--- src/rtl/booth_multiplier_pkg.sv ---
// Shared types and helpers for the sequential radix-2 Booth multiplier.
package booth_multiplier_pkg;

    typedef enum logic [1:0] {
        IDLE = 2'd0,
        CALC = 2'd1,
        DONE = 2'd2
    } booth_state_t;

    // Step counter must hold the value W itself, hence W+1 codes.
    function automatic int count_width(input int word_length);
        return $clog2(word_length + 1);
    endfunction

endpackage

--- src/rtl/booth_multiplier_if.sv ---
// Start/ready handshake and operand/result bus of the Booth multiplier.
// MULT_PRODUCT_TC_EN adds the raw two's-complement Product output.
interface booth_multiplier_if #(
    parameter int WORD_LENGTH = 8
);
    logic                       start;
    logic [WORD_LENGTH-1:0]     Multiplicand;
    logic [WORD_LENGTH-1:0]     Multiplier;
    logic                       ready;
    logic                       Sign;
    logic [2*WORD_LENGTH-1:0]   Result;
`ifdef MULT_PRODUCT_TC_EN
    logic [2*WORD_LENGTH-1:0]   Product;

    modport master (
        output start, Multiplicand, Multiplier,
        input  ready, Sign, Result, Product
    );

    modport slave (
        input  start, Multiplicand, Multiplier,
        output ready, Sign, Result, Product
    );
`else
    modport master (
        output start, Multiplicand, Multiplier,
        input  ready, Sign, Result
    );

    modport slave (
        input  start, Multiplicand, Multiplier,
        output ready, Sign, Result
    );
`endif
endinterface

--- src/rtl/booth_multiplier_step.sv ---
// One radix-2 Booth step: conditional add/subtract of M into A, then
// arithmetic shift right of the whole {A,Q,Q_1} register.
module booth_step #(
    parameter int WORD_LENGTH = 8
) (
    input  logic [WORD_LENGTH:0]   a,
    input  logic [WORD_LENGTH-1:0] q,
    input  logic                   q_1,
    input  logic [WORD_LENGTH-1:0] m,
    output logic [WORD_LENGTH:0]   a_next,
    output logic [WORD_LENGTH-1:0] q_next,
    output logic                   q_1_next
);
    localparam int W = WORD_LENGTH;

    logic [W:0] m_ext;
    logic [W:0] sum;

    always_comb begin
        m_ext = {m[W-1], m};
        case ({q[0], q_1})
            2'b01:   sum = a + m_ext;
            2'b10:   sum = a - m_ext;
            default: sum = a;
        endcase
        a_next   = {sum[W], sum[W:1]};
        q_next   = {sum[0], q[W-1:1]};
        q_1_next = q[0];
    end

endmodule

--- src/rtl/booth_multiplier.sv ---
// Sequential radix-2 Booth multiplier, one step per clock, sign-magnitude result.
// MULT_PRODUCT_TC_EN additionally registers the two's-complement product.
module booth_multiplier
    import booth_multiplier_pkg::*;
#(
    parameter int WORD_LENGTH = 8
) (
    input  logic               clk,
    input  logic               reset,
    booth_multiplier_if.slave  bus
);
    localparam int W  = WORD_LENGTH;
    localparam int CW = count_width(WORD_LENGTH);

    booth_state_t   state;
    logic [W:0]     a_reg;
    logic [W-1:0]   q_reg;
    logic           q_1_reg;
    logic [W-1:0]   m_reg;
    logic [CW-1:0]  count;

    logic [W:0]     a_next;
    logic [W-1:0]   q_next;
    logic           q_1_next;
    logic [2*W-1:0] p;

    booth_step #(.WORD_LENGTH(W)) u_step (
        .a        (a_reg),
        .q        (q_reg),
        .q_1      (q_1_reg),
        .m        (m_reg),
        .a_next   (a_next),
        .q_next   (q_next),
        .q_1_next (q_1_next)
    );

    // A[W] only guards the M = -2^(W-1) subtraction; the product fits in 2W bits.
    assign p = {a_reg[W-1:0], q_reg};

    always_ff @(posedge clk or posedge reset) begin
        if (reset) begin
            state      <= IDLE;
            a_reg      <= '0;
            q_reg      <= '0;
            q_1_reg    <= 1'b0;
            m_reg      <= '0;
            count      <= '0;
            bus.ready  <= 1'b0;
            bus.Sign   <= 1'b0;
            bus.Result <= '0;
`ifdef MULT_PRODUCT_TC_EN
            bus.Product <= '0;
`endif
        end else begin
            case (state)
                IDLE: begin
                    bus.ready <= 1'b0;
                    if (bus.start) begin
                        m_reg   <= bus.Multiplicand;
                        q_reg   <= bus.Multiplier;
                        a_reg   <= '0;
                        q_1_reg <= 1'b0;
                        count   <= '0;
                        state   <= CALC;
                    end
                end
                CALC: begin
                    bus.ready <= 1'b0;
                    a_reg     <= a_next;
                    q_reg     <= q_next;
                    q_1_reg   <= q_1_next;
                    count     <= count + 1'b1;
                    if (count == CW'(W - 1))
                        state <= DONE;
                end
                DONE: begin
                    bus.ready  <= 1'b1;
                    bus.Sign   <= p[2*W-1];
                    bus.Result <= p[2*W-1] ? -p : p;
`ifdef MULT_PRODUCT_TC_EN
                    bus.Product <= p;
`endif
                    state <= IDLE;
                end
                default: begin
                    bus.ready <= 1'b0;
                    state     <= IDLE;
                end
            endcase
        end
    end

endmodule

--- src/flat_wrapper.sv ---
// flat-port wrapper written by rule: the top's interface ports become plain ports
module booth_multiplier_flat import booth_multiplier_pkg::*;
#(
    parameter int WORD_LENGTH = 8
)
  (clk, reset, bus_start, bus_Multiplicand, bus_Multiplier, bus_ready, bus_Sign, bus_Result);
  booth_multiplier_if #(.WORD_LENGTH(WORD_LENGTH)) bus_i ();
  input  logic clk;
  input  logic reset;
  input wire logic [$bits(bus_i.start)-1:0] bus_start;
  input wire logic [$bits(bus_i.Multiplicand)-1:0] bus_Multiplicand;
  input wire logic [$bits(bus_i.Multiplier)-1:0] bus_Multiplier;
  output wire logic [$bits(bus_i.ready)-1:0] bus_ready;
  output wire logic [$bits(bus_i.Sign)-1:0] bus_Sign;
  output wire logic [$bits(bus_i.Result)-1:0] bus_Result;
  assign bus_i.start = bus_start;
  assign bus_i.Multiplicand = bus_Multiplicand;
  assign bus_i.Multiplier = bus_Multiplier;
  assign bus_ready = bus_i.ready;
  assign bus_Sign = bus_i.Sign;
  assign bus_Result = bus_i.Result;
  booth_multiplier #(.WORD_LENGTH(WORD_LENGTH)) u_core (.clk(clk), .reset(reset), .bus(bus_i));
endmodule
--- config.mk ---
export PLATFORM = sky130hd
export DESIGN_NAME = booth_multiplier_flat
export DESIGN_NICKNAME = d
export VERILOG_FILES = /design/src/rtl/booth_multiplier_pkg.sv /design/src/rtl/booth_multiplier_if.sv /design/src/rtl/booth_multiplier_step.sv /design/src/rtl/booth_multiplier.sv /design/src/flat_wrapper.sv
export SDC_FILE = /design/constraint.sdc
export NUM_CORES = 1
export LEC_CHECK = 0
export BUFFER_PORTS_ARGS = -buffer_cell sky130_fd_sc_hd__clkbuf_2
export CAP_MARGIN = 10
export CORE_UTILIZATION = 50
export CTS_BUF_LIST = sky130_fd_sc_hd__clkbuf_2 sky130_fd_sc_hd__clkbuf_4 sky130_fd_sc_hd__clkbuf_8
export DETAILED_ROUTE_END_ITERATION = 7
export PLACE_DENSITY_LB_ADDON = 0.15
export REMOVE_ABC_BUFFERS = 1
export SYNTH_ARGS = -nofsm -noshare
export SYNTH_HDL_FRONTEND = slang
export SYNTH_SLANG_ARGS = --single-unit
--- constraint.sdc ---
create_clock -name clk -period 3.23 [get_ports clk]
set_input_delay 0.8075 -clock clk [delete_from_list [all_inputs] [get_ports clk]]
set_output_delay 0.8075 -clock clk [all_outputs]
set_load 0.05 [all_outputs]
; ---- Yosys cells after proc, flatten, opt, wreduce, memory -nomap -nowiden
; Index checks and enable logic that the tools add are counted.
[word_totals]
reg_bits = 50
input_bits = 19
word_cells = 39
[op_classes]
n_reduce_logical = 5
addsub = 4
n_mux = 14
n_eq_ne = 7
[ops]
columns = cell, n
row1 = 9-bit case mux with 2 select lines, 2
row2 = 16-bit two-way mux, 1
row3 = 16-bit negation, 1
row4 = 8-bit case mux with 2 select lines, 1
row5 = 9-bit adder, 1
row6 = 9-bit two-way mux, 1
row7 = 9-bit subtractor, 1
row8 = 8-bit two-way mux, 1
row9 = 4-bit case mux with 2 select lines, 1
row10 = 2-bit AND reduction, 3
row11 = "4-bit by 1-bit adder with 4-bit output, second input constant", 1
row12 = "2-bit by 1-bit == test with 1-bit output, second input constant", 2
row13 = "2-bit == test, second input constant", 2
row14 = "4-bit by 3-bit == test with 1-bit output, second input constant", 1
row15 = 2-bit two-way mux, 2
row16 = 4-bit two-way mux, 1
row17 = 2-bit case mux with 2 select lines, 1
row18 = 2-bit logical NOT, 1
row19 = 1-bit two-way mux, 2
row20 = "2-bit by 1-bit != test with 1-bit output, second input constant", 1
row21 = "2-bit != test, second input constant", 1
row22 = 1-bit case mux with 2 select lines, 1
row23 = 2-bit nonzero test, 1

; ---- Depth between registers and ports, before layout
[logic_depth]
word_depth = 3
ltp_mapped = 12
mapped_depth_nobuf = 12

; ---- By module
; A second synthesis with hierarchy kept.
[unflattened]
hier_cells = 310
area_unflattened_um2 = 3004.1
[modules_own_cells]
columns = module, seq_area_each_um2, n_inst, cells_per_inst, area_per_inst_um2
row1 = booth_multiplier, 1251.2, 1, 206, 2262.2
row2 = booth_step, 0.0, 1, 104, 742.0

; ---- Worst setup path after synthesis
; Ideal clock, no wire load.
[synth_timing]
path_type = register to register
startpoint = register u_core.q_1_reg
endpoint = register u_core.a_reg[6]
path_buffers = 1
slack_ns = 0.614
synth_period_minus_slack_ns = 2.616
t_arrival_ns = 2.487
setup_time_ns = 0.130
path_stages_with_launch = 13
cell_sequence = dfrtp_1 > inv_1 > ha_1 > clkbuf_1 > mux2_2 > inv_1 > ha_1 > nor2b_1 > o31a_1 > or2_2 > a41o_1 > xnor2_1 > o21ai_0
[synth_via]
elab_chain_len = 3
elab_cells_between_ends = 4
cone_classes = eq/ne: 2 / mux: 2
[synth_lines]
columns = item, line
row1 = start: declaration, booth_multiplier.sv:18  ; logic q_1_reg;
row2 = start signal: assignment, booth_multiplier.sv:71  ; q_1_reg <= q_1_next;
row3 = 2-bit == test or 2-bit by 1-bit == test with 1-bit output (tied branches), booth_multiplier_step.sv:21  ; case ({q[0], q_1})
row4 = 9-bit case mux with 2 select lines (*), booth_multiplier_step.sv:21
row5 = 9-bit case mux with 2 select lines (*), booth_multiplier.sv:55  ; case (state)
row6 = end signal: assignment, booth_multiplier.sv:69  ; a_reg <= a_next;
row7 = end: declaration, booth_multiplier.sv:16  ; logic [W:0] a_reg;
; Every way passes the cells marked *; elsewhere a longest branch is shown, timed or not.
; A chain may end at the register's enable or synchronous reset.

; ---- Final worst setup path
; Ends and elaborated chain as after synthesis.

==> flow_summary.ini <==
[setup_path]
worst-endpoint-arrival_ns = 2.95
crit_path_max_incr_delay_ns = 0.41
worst_r2r_endpoint = u_core.a_reg[6]$_DFFE_PP0P_
critical_path_required_ns = 3.45
critPathLaunchType = flip-flop
crit_path_end_kind = flip-flop
r2r_setup_slack_ns = 0.50
critical_path_class = flip-flop to flip-flop
crit_end = u_core.a_reg[6]$_DFFE_PP0P_
path_max_fanout = 9
rr_startpoint = u_core.q_1_reg$_DFFE_PP0P_
worstRegToRegCells = 11
crit_path_top_delay_cell = sky130_fd_sc_hd__mux2_2
critPathLaunch = u_core.q_1_reg$_DFFE_PP0P_
critical_path.cell_chain = inv_1 > ha_1 > mux2_2 > inv_1 > ha_1 > nor2b_1 > o31a_1 > or2_2 > a41o_1 > xnor2_1 > o21ai_0

[floorplan]
floorplan.die.height_um = 76.1
core_um2 = 5200
initial_core_util_pct = 52.8
floorplan.die_area_um2 = 5800
standard_cell_rows = 26
chipWidth_um = 76.1
num_io_pins = 37

[synthesis]
synth_flop_cell = sky130_fd_sc_hd__dfrtp_1
synthDistinctLibCells = 45
synth_top_area_cell = sky130_fd_sc_hd__dfrtp_1
yosys.area.top_type_share_pct = 44.6
ys_seq_elements = 49
postSynthCellCount = 283
seq_area_frac_synth_pct = 44.6
ys_top_cells_by_area = sky130_fd_sc_hd__dfrtp_1 (45%), sky130_fd_sc_hd__o21ai_0 (7.1%), sky130_fd_sc_hd__ha_1 (5.5%)
post-synth-top-count-cell = sky130_fd_sc_hd__dfrtp_1
synthesis.area_um2 = 2750
async_reset_ff_share_pct = 100
synth_edf_count = 0
yosys_warnings = 0
synth_top_cells_by_count = sky130_fd_sc_hd__dfrtp_1 (49), sky130_fd_sc_hd__o21ai_0 (39), sky130_fd_sc_hd__nand2_1 (37)
avgSynthCellArea_um2 = 9.71

[clock_tree]
numCtsBuffers = 5
cts_tree = done
clock_insertion_delay_worst_skew_ns = 0.31
postCtsSetupBuffers = 0
cts.repair.resized = 0
hold_buffers = 0
ctsHtreeMaxLevel = 2
cts_root_buffer = sky130_fd_sc_hd__clkbuf_8
clock_pin_slew_reported_for_the_worst_setup_and_hold_paths_after_clock_tree_synthesis_ns = 0.09
clock-sinks = 49
max-clock-path-buffers = 2

[place]
gpl.final_weighted_congestion = 0.857
io_buffer_count = 36
dp_hpwl_um = 3930
post_dp_cell_area_um2 = 2980

[detailed_routing]
detail_route.drc_violations = 0
first_iter_violations = 124
antenna_left = 0
route.vias.total = 2055
drt_first_pass_iters = 4
via_per_inst = 5.31
total_routed_length_um = 5220
route.detailed.wl_per_inst_um = 13.5

[finish]
final_nets = 348
layout.filler_cells = 501
antenna_cells_inserted = 0
final_layout_size_suffix_gt1_share_pct = 19.9
final_cell_area_um2 = 3070
top_register_by_number_of_flip_flops = u_core.bus.Result
synthToLayoutAreaGrowth_pct = 11.7
largest_reg_flops = 16

[grt]
grt_pass1_vias = 1982
grt_first_pass_wirelength_um = 9230
grt_antenna_before_repair = 0
grt-ovfl-total = 0
grt_max_degree = 34
global_route.usage.total_pct = 20.0

[timing]
max-slew-margin-rel_pct = 38.4
fin_crit_sh_pct = 84.5
period_needed_ns = 2.73
report.final.hold_viol_count = 0
timing.hold.ws_ns = 0.466
fmax_mhz = 367
worst_pin_slew_ns = 0.922
final_count_of_pins_violating_max_slew = 0
finalSetupTns_ns = 0
finalSetupViolations = 0
grt_setup_unrepaired = no
finalClockSkew_ns = 0.00390

[flow_run]
number_of_maximum_capacitance_constraint_violations = 0

[worst_hold_path]
hold_class = input port to asynchronous set/reset pin

[outcome]
outcome = completed
-- worst max-delay path, delay by kind of cell (launching register included) --
| family | cells | cell delay [ns] |
|---|---|---|
| AOI/OAI and AO/OA | 3 | 0.65 |
| xor gates and xnor gates | 1 | 0.11 |
| adders and majority gates | 2 | 0.54 |
| buffers and inverters | 2 | 0.12 |
| DFF | 1 | 0.38 |
| muxes | 1 | 0.41 |
| and+or+nand+nor | 2 | 0.43 |
-- worst min path at each step --
stage	startpoint	endpoint	slack, ns	cells past startpoint
2_1_floorplan	u_core.q_1_reg$_DFFE_PP0P_	u_core.q_1_reg$_DFFE_PP0P_	0.45	2
3_3_place_gp	u_core.bus.Result[12]$_DFFE_PP0P_	u_core.bus.Result[12]$_DFFE_PP0P_	0.46	2
3_5_place_dp	u_core.bus.Result[3]$_DFFE_PP0P_	u_core.bus.Result[3]$_DFFE_PP0P_	0.47	2
4_1_cts	reset	u_core.bus.Result[15]$_DFFE_PP0P_	0.48	2
5_1_grt	u_core.bus.Result[10]$_DFFE_PP0P_	u_core.bus.Result[10]$_DFFE_PP0P_	0.50	2
6_report	reset	u_core.bus.Result[15]$_DFFE_PP0P_	0.47	2
-- logic make-up after synthesis --
kind of cell	after synthesis	synth area share (%)
buf+inv	26	4.33
flops	49	44.6
compound gates	79	17.7
mux	14	5.42
simple gates	76	13.5
fa+ha+maj	13	6.19
xor+xnor	26	8.29
-- layout make-up --
cell class / instances / area [µm²] / share of cell area, %
Sequential cell: 49 / 1230 / 40.0
Inverter: 11 / 41.3 / 1.35
Clock buffer: 7 / 83.8 / 2.73
Timing Repair Buffer: 41 / 218 / 7.09
Tap cell: 70 / 87.6 / 2.85
Multi-Input combinational cell: 208 / 1410 / 45.8
Clock inverter: 1 / 7.51 / 0.245
-- through the flow --
step / util [%] / setup slack [ns] / cells
after floorplan: - / 0.715 / 268
after global placement: 57.2 / 0.620 / 379
after detailed placement: 57.2 / 0.508 / 379
after CTS: 59.0 / 0.486 / 387
after global routing: 59.0 / 0.239 / 387
final: 59.0 / 0.502 / 387
-- per-layer routing --
metal / vias to the layer above / wire [µm] / track usage, %
met1: 961 / 2560 / 27.7
met3: 5 / 208 / 4.07
met4: 0 / 49 / 5.19
li1: 1052 / - / -
met5: - / 0 / 0
met2: 37 / 2400 / 32.1
-- placed cells by master, fill, tap and decap left out, types with 3 or more instances in the layout --
master                      n
sky130_fd_sc_hd__a22o_1     4
sky130_fd_sc_hd__nor2_1    14
sky130_fd_sc_hd__o21ai_0   39
sky130_fd_sc_hd__xnor2_1   11
sky130_fd_sc_hd__nand2_1   37
sky130_fd_sc_hd__clkbuf_8   5
sky130_fd_sc_hd__dfrtp_1   49
sky130_fd_sc_hd__nor3_1     4
sky130_fd_sc_hd__a32oi_1    3
sky130_fd_sc_hd__ha_1      12
sky130_fd_sc_hd__mux2i_1    7
sky130_fd_sc_hd__nor2b_1    5
sky130_fd_sc_hd__clkbuf_2  36
sky130_fd_sc_hd__nand2b_1   4
sky130_fd_sc_hd__buf_4      5
sky130_fd_sc_hd__inv_1     10
sky130_fd_sc_hd__xor2_1    15
sky130_fd_sc_hd__a21o_1     3
sky130_fd_sc_hd__o31ai_1    4
sky130_fd_sc_hd__mux2_2     7
sky130_fd_sc_hd__a211oi_1   3
sky130_fd_sc_hd__a21oi_1    9
Power is left out: the tool's default activity adds up to more than one toggle a clock period on the data nets, which glitch-free logic cannot reach.
